[config.mk]
export PLATFORM = sky130hd
export DESIGN_NAME = signed_acc_ovf
export DESIGN_NICKNAME = d
export VERILOG_FILES = /design/src/rtl/signed_acc_ovf_pkg.sv /design/src/rtl/signed_acc_ovf_add.sv /design/src/rtl/signed_acc_ovf.sv
export SDC_FILE = /design/constraint.sdc
export NUM_CORES = 1
export LEC_CHECK = 0
export CORE_MARGIN = 2
export CORE_UTILIZATION = 43
export CTS_BUF_LIST = sky130_fd_sc_hd__clkbuf_8
export CTS_CLUSTER_SIZE = 12
export DETAILED_ROUTE_END_ITERATION = 7
export GPL_ROUTABILITY_DRIVEN = 1
export PLACE_DENSITY = 0.74
export REMOVE_ABC_BUFFERS = 1
export SETUP_SLACK_MARGIN = 0.3
export SYNTH_ARGS = -nofsm -noshare
export SYNTH_HDL_FRONTEND = slang
export SYNTH_SLANG_ARGS = --single-unit
[constraint.sdc]
create_clock -name clk -period 3.01 [get_ports clk]
set_clock_uncertainty 0.15 [all_clocks]
set_input_delay 0.4515 -clock clk [delete_from_list [all_inputs] [get_ports clk]]
set_output_delay 0.4515 -clock clk [all_outputs]
set_load 0.05 [all_outputs]
[src/rtl/signed_acc_ovf_pkg.sv]
// Shared constants for the signed accumulator: FSM encodings and saturation limits.
package signed_acc_ovf_pkg;

  localparam logic [1:0] ST_IDLE  = 2'd0;
  localparam logic [1:0] ST_ACCUM = 2'd1;
  localparam logic [1:0] ST_DONE  = 2'd2;

  // Limits are returned 32 bits wide; callers truncate to their own WIDTH.
  function automatic logic [31:0] sat_max(input int w);
    return (32'd1 << (w - 1)) - 32'd1;
  endfunction

  function automatic logic [31:0] sat_min(input int w);
    return 32'd1 << (w - 1);
  endfunction

endpackage

[src/rtl/signed_acc_ovf_add.sv]
// Ripple-carry adder with cin=0 and signed-overflow detect (carry into MSB xor carry out).
module full_adder (
  input  logic a,
  input  logic b,
  input  logic cin,
  output logic s,
  output logic cout
);
  assign s    = a ^ b ^ cin;
  assign cout = (a & b) | (cin & (a ^ b));
endmodule

module add_ovf_w #(
  parameter int WIDTH = 4
) (
  input  logic [WIDTH-1:0] a,
  input  logic [WIDTH-1:0] b,
  output logic [WIDTH-1:0] sum,
  output logic             ovf
);
  logic [WIDTH:0] carry;

  assign carry[0] = 1'b0;

  for (genvar i = 0; i < WIDTH; i++) begin : g_fa
    full_adder u_fa (
      .a   (a[i]),
      .b   (b[i]),
      .cin (carry[i]),
      .s   (sum[i]),
      .cout(carry[i+1])
    );
  end

  assign ovf = carry[WIDTH] ^ carry[WIDTH-1];
endmodule

[src/rtl/signed_acc_ovf.sv]
// Burst signed accumulator with saturate/wrap on overflow, sticky flag and event count.
// state    | meaning
// ST_IDLE  | waiting for start; last result still readable
// ST_ACCUM | accepting samples, one per cycle
// ST_DONE  | result presented until out_ready
module signed_acc_ovf
  import signed_acc_ovf_pkg::*;
#(
  parameter int WIDTH  = 4,
  parameter int LEN_W  = 4,
  parameter int CNT_W  = 4,
  parameter bit SAT_EN = 1'b1
) (
  input  logic             clk,
  input  logic             rst,
  input  logic             start,
  input  logic [LEN_W-1:0] len,
  input  logic             in_valid,
  input  logic [WIDTH-1:0] in_data,
  output logic             in_ready,
  output logic             out_valid,
  input  logic             out_ready,
  output logic [WIDTH-1:0] out_sum,
  output logic             out_ovf,
  output logic [CNT_W-1:0] out_ovf_cnt
);

  localparam logic [WIDTH-1:0] SAT_MAX = WIDTH'(sat_max(WIDTH));
  localparam logic [WIDTH-1:0] SAT_MIN = WIDTH'(sat_min(WIDTH));

  logic [1:0]       state;
  logic [WIDTH-1:0] acc;
  logic [LEN_W-1:0] remaining;
  logic             ovf_flag;
  logic [CNT_W-1:0] ovf_cnt;
  logic [WIDTH-1:0] add_sum;
  logic             add_ovf;
  logic [WIDTH-1:0] next_acc;

  add_ovf_w #(.WIDTH(WIDTH)) u_add (
    .a  (acc),
    .b  (in_data),
    .sum(add_sum),
    .ovf(add_ovf)
  );

  // On overflow both operands share a sign, so acc's MSB picks the rail.
  always_comb begin
    next_acc = add_sum;
    if (add_ovf && SAT_EN)
      next_acc = acc[WIDTH-1] ? SAT_MIN : SAT_MAX;
  end

  always_ff @(posedge clk) begin
    if (rst) begin
      state     <= ST_IDLE;
      acc       <= '0;
      remaining <= '0;
      ovf_flag  <= 1'b0;
      ovf_cnt   <= '0;
    end else begin
      case (state)
        ST_IDLE: begin
          if (start) begin
            remaining <= len;
            acc       <= '0;
            ovf_flag  <= 1'b0;
            ovf_cnt   <= '0;
            state     <= (len == '0) ? ST_DONE : ST_ACCUM;
          end
        end
        ST_ACCUM: begin
          if (in_valid) begin
            acc       <= next_acc;
            remaining <= remaining - LEN_W'(1);
            if (add_ovf) begin
              ovf_flag <= 1'b1;
              if (ovf_cnt != '1)
                ovf_cnt <= ovf_cnt + CNT_W'(1);
            end
            if (remaining == LEN_W'(1))
              state <= ST_DONE;
          end
        end
        ST_DONE: begin
          if (out_ready)
            state <= ST_IDLE;
        end
        default: state <= ST_IDLE;
      endcase
    end
  end

  assign in_ready    = (state == ST_ACCUM);
  assign out_valid   = (state == ST_DONE);
  assign out_sum     = acc;
  assign out_ovf     = ovf_flag;
  assign out_ovf_cnt = ovf_cnt;

endmodule

==> key figures, run 1 <==
Status
  • Outcome: finished clean

Min path
  • Worst Hold End: remaining[3]
  • Hold Path Class: reg -> reg
  • Hold depth: 2
  • Hold Startpoint: remaining[3]

Route
  • Total Wirelength: 2280 um
  • # DRC: 0
  • Starting DRT DRC Count: 17
  • First drt pass iteration count: 4
  • Drt via density: 5.46
  • Vias: 917
  • Wire per inst: 13.5 um
  • Antenna Nets Post-Route: 0

Timing
  • Fmax: 383 MHz
  • Endpoints failing setup: 0
  • Minimum clock period: 2610 ps
  • RSZ-0062 raised after global routing: no
  • Worst slew margin: 61.2%
  • Period utilization: 86.7%
  • Worst-margin pin slew: 580 ps
  • Max-slew violations: 0
  • Fin. Hold Viols: 0
  • Min Hold Slack: 355 ps

Critical path
  • Arr. time, crit path: 2620 ps
  • R2R cell count: 13
  • Slowest stage delay, CP: 360 ps
  • CP delay by family, top: adder cells
  • Worst-path fanout max: 4
  • R2R setup slack: 400 ps
  • Crit path cell chain: ha_4 -> inv_2 -> fa_2 -> fa_2 -> inv_2 -> fa_2 -> xnor2_2 -> buf_4 -> buf_4 -> buf_4 -> nand2_1 -> o21ai_0 -> a311oi_1
  • Setup crit start kind: flip-flop
  • WS Path Type: reg -> reg
  • Worst Path Buf+Inv: 5
  • RR Endpoint: out_ovf_cnt[2]
  • Worst Setup End Kind: flip-flop
  • WP depth: 13
  • Req. time, crit path: 3020 ps
  • FF-to-FF Start: out_sum[0]
  • CP max-delay cell: dfxtp_4

Synthesis
  • Cell Area, Synth: 943 sq um
  • Synth Flop Type: dfxtp_1
  • Syn Area/Cell: 8.50 sq um
  • #FFs+latches synth: 15
  • Async SR Flop Fraction: 0%
  • Sequential share of the synthesized area: 31.8%
  • Number of flops mapped to enable cells by yosys: 0
  • Unique masters post-synth: 36
  • Synth Warn #: 0
  • Synthesized netlist cell count: 111

Layout
  • # fillers: 164
  • Ant diodes: 0
  • Finished Layout Cells: 168
  • Most frequent cells in the layout: 21 x clkdlybuf4s50_1, 14 x dfxtp_1, 11 x a21oi_1, 11 x buf_4, 8 x inv_1
  • Commonest non-fill, non-tap cell in the layout: clkdlybuf4s50_1
  • Final net count: 162
  • Layout area overhead: 39.8%
  • Final Core Density: 65.2%
  • FF/Latch Area: 304 sq um
  • Multi-input gate area: 587 sq um
  • Layout cells sized above 1: 23.4%

Pwr
  • Power per Cell Area: 422 mW/mm^2
  • Switch Pwr: 179 uW
  • Comb pwr share: 30.0%
  • Leakage: 0.000513 uW
  • Internal power: 378 uW
  • Switching share of power: 32.2%
  • Maximum VDD drop: 0.419 mV
  • Seq pwr share: 39.9%
  • Clock power share: 30.1%

Die
  • Core ar.: 0.00202 sq mm
  • IO Pins: 24
  • Die height: 50.8 um
  • Die W: 50.8 um
  • DIE AREA: 0.00258 sq mm
  • Row count: 16
  • Initial Util: 46.7%

Placed design
  • HPWL after DPL: 1560 um
  • Cells after DPL: 160
  • GPL Wtd Cong: 0.827
  • Port buffer count: 23

Clock network
  • Post-CTS Hold Fix Bufs: 0
  • Clock Latency Late Sink: 250 ps
  • CTS tree: done
  • Clock Sink Count: 15
  • Clock slew at reported path FFs: 70 ps
  • Clock buffer depth: 2
  • Root Driver: clkbuf_8
  • TritonCTS Buffers: 3
  • # H-tree levels: 1

GRT
  • Vias in the first global route: 835
  • Largest net degree at the start of global routing: 15
  • Antenna violations before repair: 0
  • Tot GR Track Use: 19.4%
  • First-pass GRT wire length: 3680 um
  • GRT overflow: 0

Job
  • Maxcap violations: 0
[cells by family (layout without fill, tap and decap cells)]
family          after synthesis  count (layout)  synth area share [%]
compound gates               33              33                  22.4
flops                        15              15                  31.8
mux                           1               1                  1.06
buf+inv                      19              49                  9.95
simple gates                 33              33                  19.5
fa+ha+maj                     7               7                  11.7
xor+xnor                      3               3                  3.58
[power groups by stage]
stage | combinational, uW | sequential (uW) | clock [uW]
floorplan | 83.3 | 238 | 0
global placement | 154 | 226 | 0
detailed placement | 156 | 227 | 0
CTS | 162 | 222 | 176
global route | 184 | 224 | 185
finish | 167 | 222 | 168
[sequential cells by signal, summed over array words and instances, names as in the netlist]
| register | cells |
|---|---|
| out_ovf | 1 |
| out_ovf_cnt | 4 |
| remaining | 4 |
| state | 2 |
| out_sum | 4 |
[worst max-delay path by stage]
stage               startpoint              to  slack, ps
floorplan           out_sum[0]  out_ovf_cnt[3]       -150
global placement    in_data[0]  out_ovf_cnt[3]       -230
detailed placement  in_data[0]  out_ovf_cnt[3]       -350
CTS                 out_sum[0]  out_ovf_cnt[0]        320
global route        out_sum[0]  out_ovf_cnt[0]        310
finish              out_sum[0]  out_ovf_cnt[2]        400
[layout make-up]
class / instances / area share, %
flip-flops and latches: 15 / 23.1
multi-input cells: 77 / 44.5
clock buffers: 3 / 3.13
inverters: 11 / 3.13
well taps: 27 / 2.56
clock inverters: 1 / 0.380
repair buffers: 34 / 23.2
[worst reg2reg max path: cells and delay by family (launching register included)]
| kind | cells | cell delay (ps) |
|---|---|---|
| simple gates | 1 | 60 |
| xor+xnor | 1 | 80 |
| flops | 1 | 360 |
| fa+ha+maj | 4 | 1040 |
| buf+inv | 5 | 500 |
| compound gates | 2 | 330 |
[cell usage after synthesis, types with 3 or more instances]
cell type,n,share of area [%]
nor3_1,4,2.1
fa_1,3,6.4
ha_1,4,5.3
nand2_1,6,2.4
a21oi_1,14,7.4
nand3_1,3,1.6
a211oi_1,3,2.4
nor2_1,6,2.4
o21ai_0,5,2.7
nand2b_1,3,2.0
buf_4,6,4.8
dfxtp_1,15,32
inv_1,11,4.4
[layer usage]
layer | part of all wire [%] | track usage, % | vias to the layer above
met5 | 0 | 0 | -
li1 | - | - | 449
met3 | 5.0 | 6.43 | 6
met4 | 1.7 | 6.31 | 0
met2 | 49 | 32.2 | 23
met1 | 45 | 23.7 | 439
[timing repair]
item	4_1_cts	5_1_grt
setup buffers	3	1
gates resized for setup	15	4
pin swaps	10	4
setup endpoints to repair	9	5
[per-stage QoR]
step           total power, uW  cell area, sq um  setup slack [ps]  TNS, ps
3_3_place_gp               380              1210              -226     -782
6_report                   557              1320               400        0
5_1_grt                    593              1320               308        0
4_1_cts                    561              1300               319        0
3_5_place_dp               383              1210              -352    -1470
2_1_floorplan              322               891              -149     -189
Power figures use the tool's default switching activity.
==> run 2: changes to the inputs <==
- SETUP_SLACK_MARGIN: 0.3 -> 0.1
==> run 2 against run 1 <==
Non-clock buffer count shrank 2. Cell count shrank 1.2%. Sequential power about the same. Clock power is essentially flat. Sequential share of layout area increased by 0.36 points. Maximum frequency fell by 6.0%. Die area did not move. Design area shrank 2.8%. Register-to-register slack worse by 160 ps. Largest power group unchanged.
==> key figures, run 2 (synthesis results as in run 1) <==
GRT
  • Tot GR Track Use: 19.1% (-0.31 points)
  • Antenna violations before repair: 0 (unchanged)
  • Vias in the first global route: 831 (-0.48%)
  • Largest net degree at the start of global routing: 15 (unchanged)
  • First-pass GRT wire length: 3630 um (-1.5%)
  • GRT overflow: 0 (unchanged)

Timing
  • Fmax: 360 MHz (-6.0%)
  • Worst-margin pin slew: 539 ps (-40.9 ps)
  • Endpoints failing setup: 0 (unchanged)
  • Worst slew margin: 64.0% (+2.7 points)
  • Fin. Hold Viols: 0 (unchanged)
  • Minimum clock period: 2780 ps (+168 ps)
  • Max-slew violations: 0 (unchanged)
  • Min Hold Slack: 346 ps (-8.86 ps)
  • Final WS setup: 233 ps (-168 ps)
  • RSZ-0062 raised after global routing: no
  • Period utilization: 92.3% (+5.6 points)

Clock network
  • # H-tree levels: 1 (unchanged)
  • CTS tree: done
  • Clock slew at reported path FFs: 60 ps (about the same)
  • Post-CTS Hold Fix Bufs: 0 (unchanged)
  • Clock buffer depth: 2 (unchanged)
  • Root Driver: clkbuf_8
  • TritonCTS Buffers: 3 (unchanged)
  • Clock Sink Count: 15 (unchanged)
  • Clock Latency Late Sink: 250 ps (about the same)

Pwr
  • Power per Cell Area: 430 mW/mm^2 (+1.9%)
  • Maximum VDD drop: 0.418 mV (-0.16%)
  • Leakage: 0.000499 uW (-2.7%)
  • Power Total: 552 uW (-0.90%)

Layout
  • Multi-input gate area: 566 sq um (-3.6%)
  • FF/Latch Area: 300 sq um (-1.2%)
  • Final net count: 160 (-1.2%)
  • Ant diodes: 0 (unchanged)
  • Most frequent cells in the layout: 21 x clkdlybuf4s50_1, 15 x dfxtp_1, 13 x a21oi_1
  • Layout cells sized above 1: 18.7% (-4.7 points)
  • Commonest non-fill, non-tap cell in the layout: clkdlybuf4s50_1
  • Layout area overhead: 35.9%
  • Final Core Density: 63.4% (-1.8 points)
  • # fillers: 169 (+3.0%)

Route
  • Starting DRT DRC Count: 18 (+1)
  • Antenna Nets Post-Route: 0 (unchanged)
  • Total Wirelength: 2170 um (-4.6%)
  • Wire per inst: 13.1 um (-3.5%)
  • Drt via density: 5.47 (+0.21%)
  • First drt pass iteration count: 4 (unchanged)
  • # DRC: 0 (unchanged)
  • Vias: 908 (-0.98%)

Placed design
  • Setup WS pre-CTS: -352 ps (unchanged)
  • GPL Wtd Cong: 0.827 (unchanged)
  • HPWL after DPL: 1560 um (unchanged)
  • Port buffer count: 23 (unchanged)

Critical path
  • R2R setup slack: 240 ps (-160 ps)
  • Arr. time, crit path: 2800 ps (+180 ps)
  • Worst Setup End Kind: flip-flop
  • Worst-path fanout max: 5 (+1)
  • Req. time, crit path: 3030 ps (about the same)
  • WS Path Type: in -> reg
  • Setup crit start kind: input pin

Die
  • IO Pins: 24 (unchanged)
  • DIE AREA: 0.00258 sq mm (unchanged)
  • Core ar.: 0.00202 sq mm (unchanged)
  • Row count: 16 (unchanged)
  • Die W: 50.8 um (unchanged)
  • Die height: 50.8 um (unchanged)
  • Initial Util: 46.7% (unchanged)

Status
  • Outcome: finished clean

Job
  • Maxcap violations: 0 (unchanged)

Min path
  • Hold Path Class: reg -> reg
-- run 2: per-layer routing --
metal	part of all wire (%)	up-vias	wire (um)	global-route usage, %
li1	-	444	-	-
met5	0	-	0	0
met4	1.1	0	24	6.31
met1	44	438	956	22.4
met3	5.2	4	112	6.43
met2	50	22	1080	32.7
-- run 2: worst max-delay path: stages --
cell and delay [ps]:
dlygate4sd2_1 200, ha_2 170, inv_2 40, fa_2 350
fa_2 380, inv_2 80, fa_2 230, xnor2_2 130
a21oi_2 100, or4_1 510, a21oi_1 160
-- run 2: cell type report --
type	instances	area share (%)
sequential	15	23.4
clock inverter	1	0.390
inverter	11	3.22
multi-input combinational	77	44.1
tap	27	2.63
timing repair buffer	32	23.0
clock buffer	3	3.22
-- run 2: through the flow --
stage                     std cells  instance area, sq um  setup TNS [ps]
after CTS                       166                  1280               0
after floorplan                 103                   891            -189
after global routing            166                  1280               0
final                           166                  1280               0
after global placement          160                  1210            -782
after detailed placement        160                  1210           -1470
-- run 2: where the power goes --
group          internal [uW]  switching (uW)  leakage, uW
Clock                   91.8            75.8    0.0000255
Combinational           72.5            89.3     0.000351
Sequential               211            11.2     0.000122
-- run 2: repair_timing --
action	in CTS	in global routing
setup endpoints to repair	3	0
setup buffers	2	0
gates resized for setup	11	0
-- run 2: worst paths after layout --
check	depth (start not counted)	from	to
worst min-delay path	1	out_sum[0]	out_sum[0]
worst max register to register	10	out_sum[0]	out_ovf_cnt[0]
worst max-delay path	11	in_data[0]	out_ovf_cnt[0]
worst min register to register	1	out_sum[0]	out_sum[0]
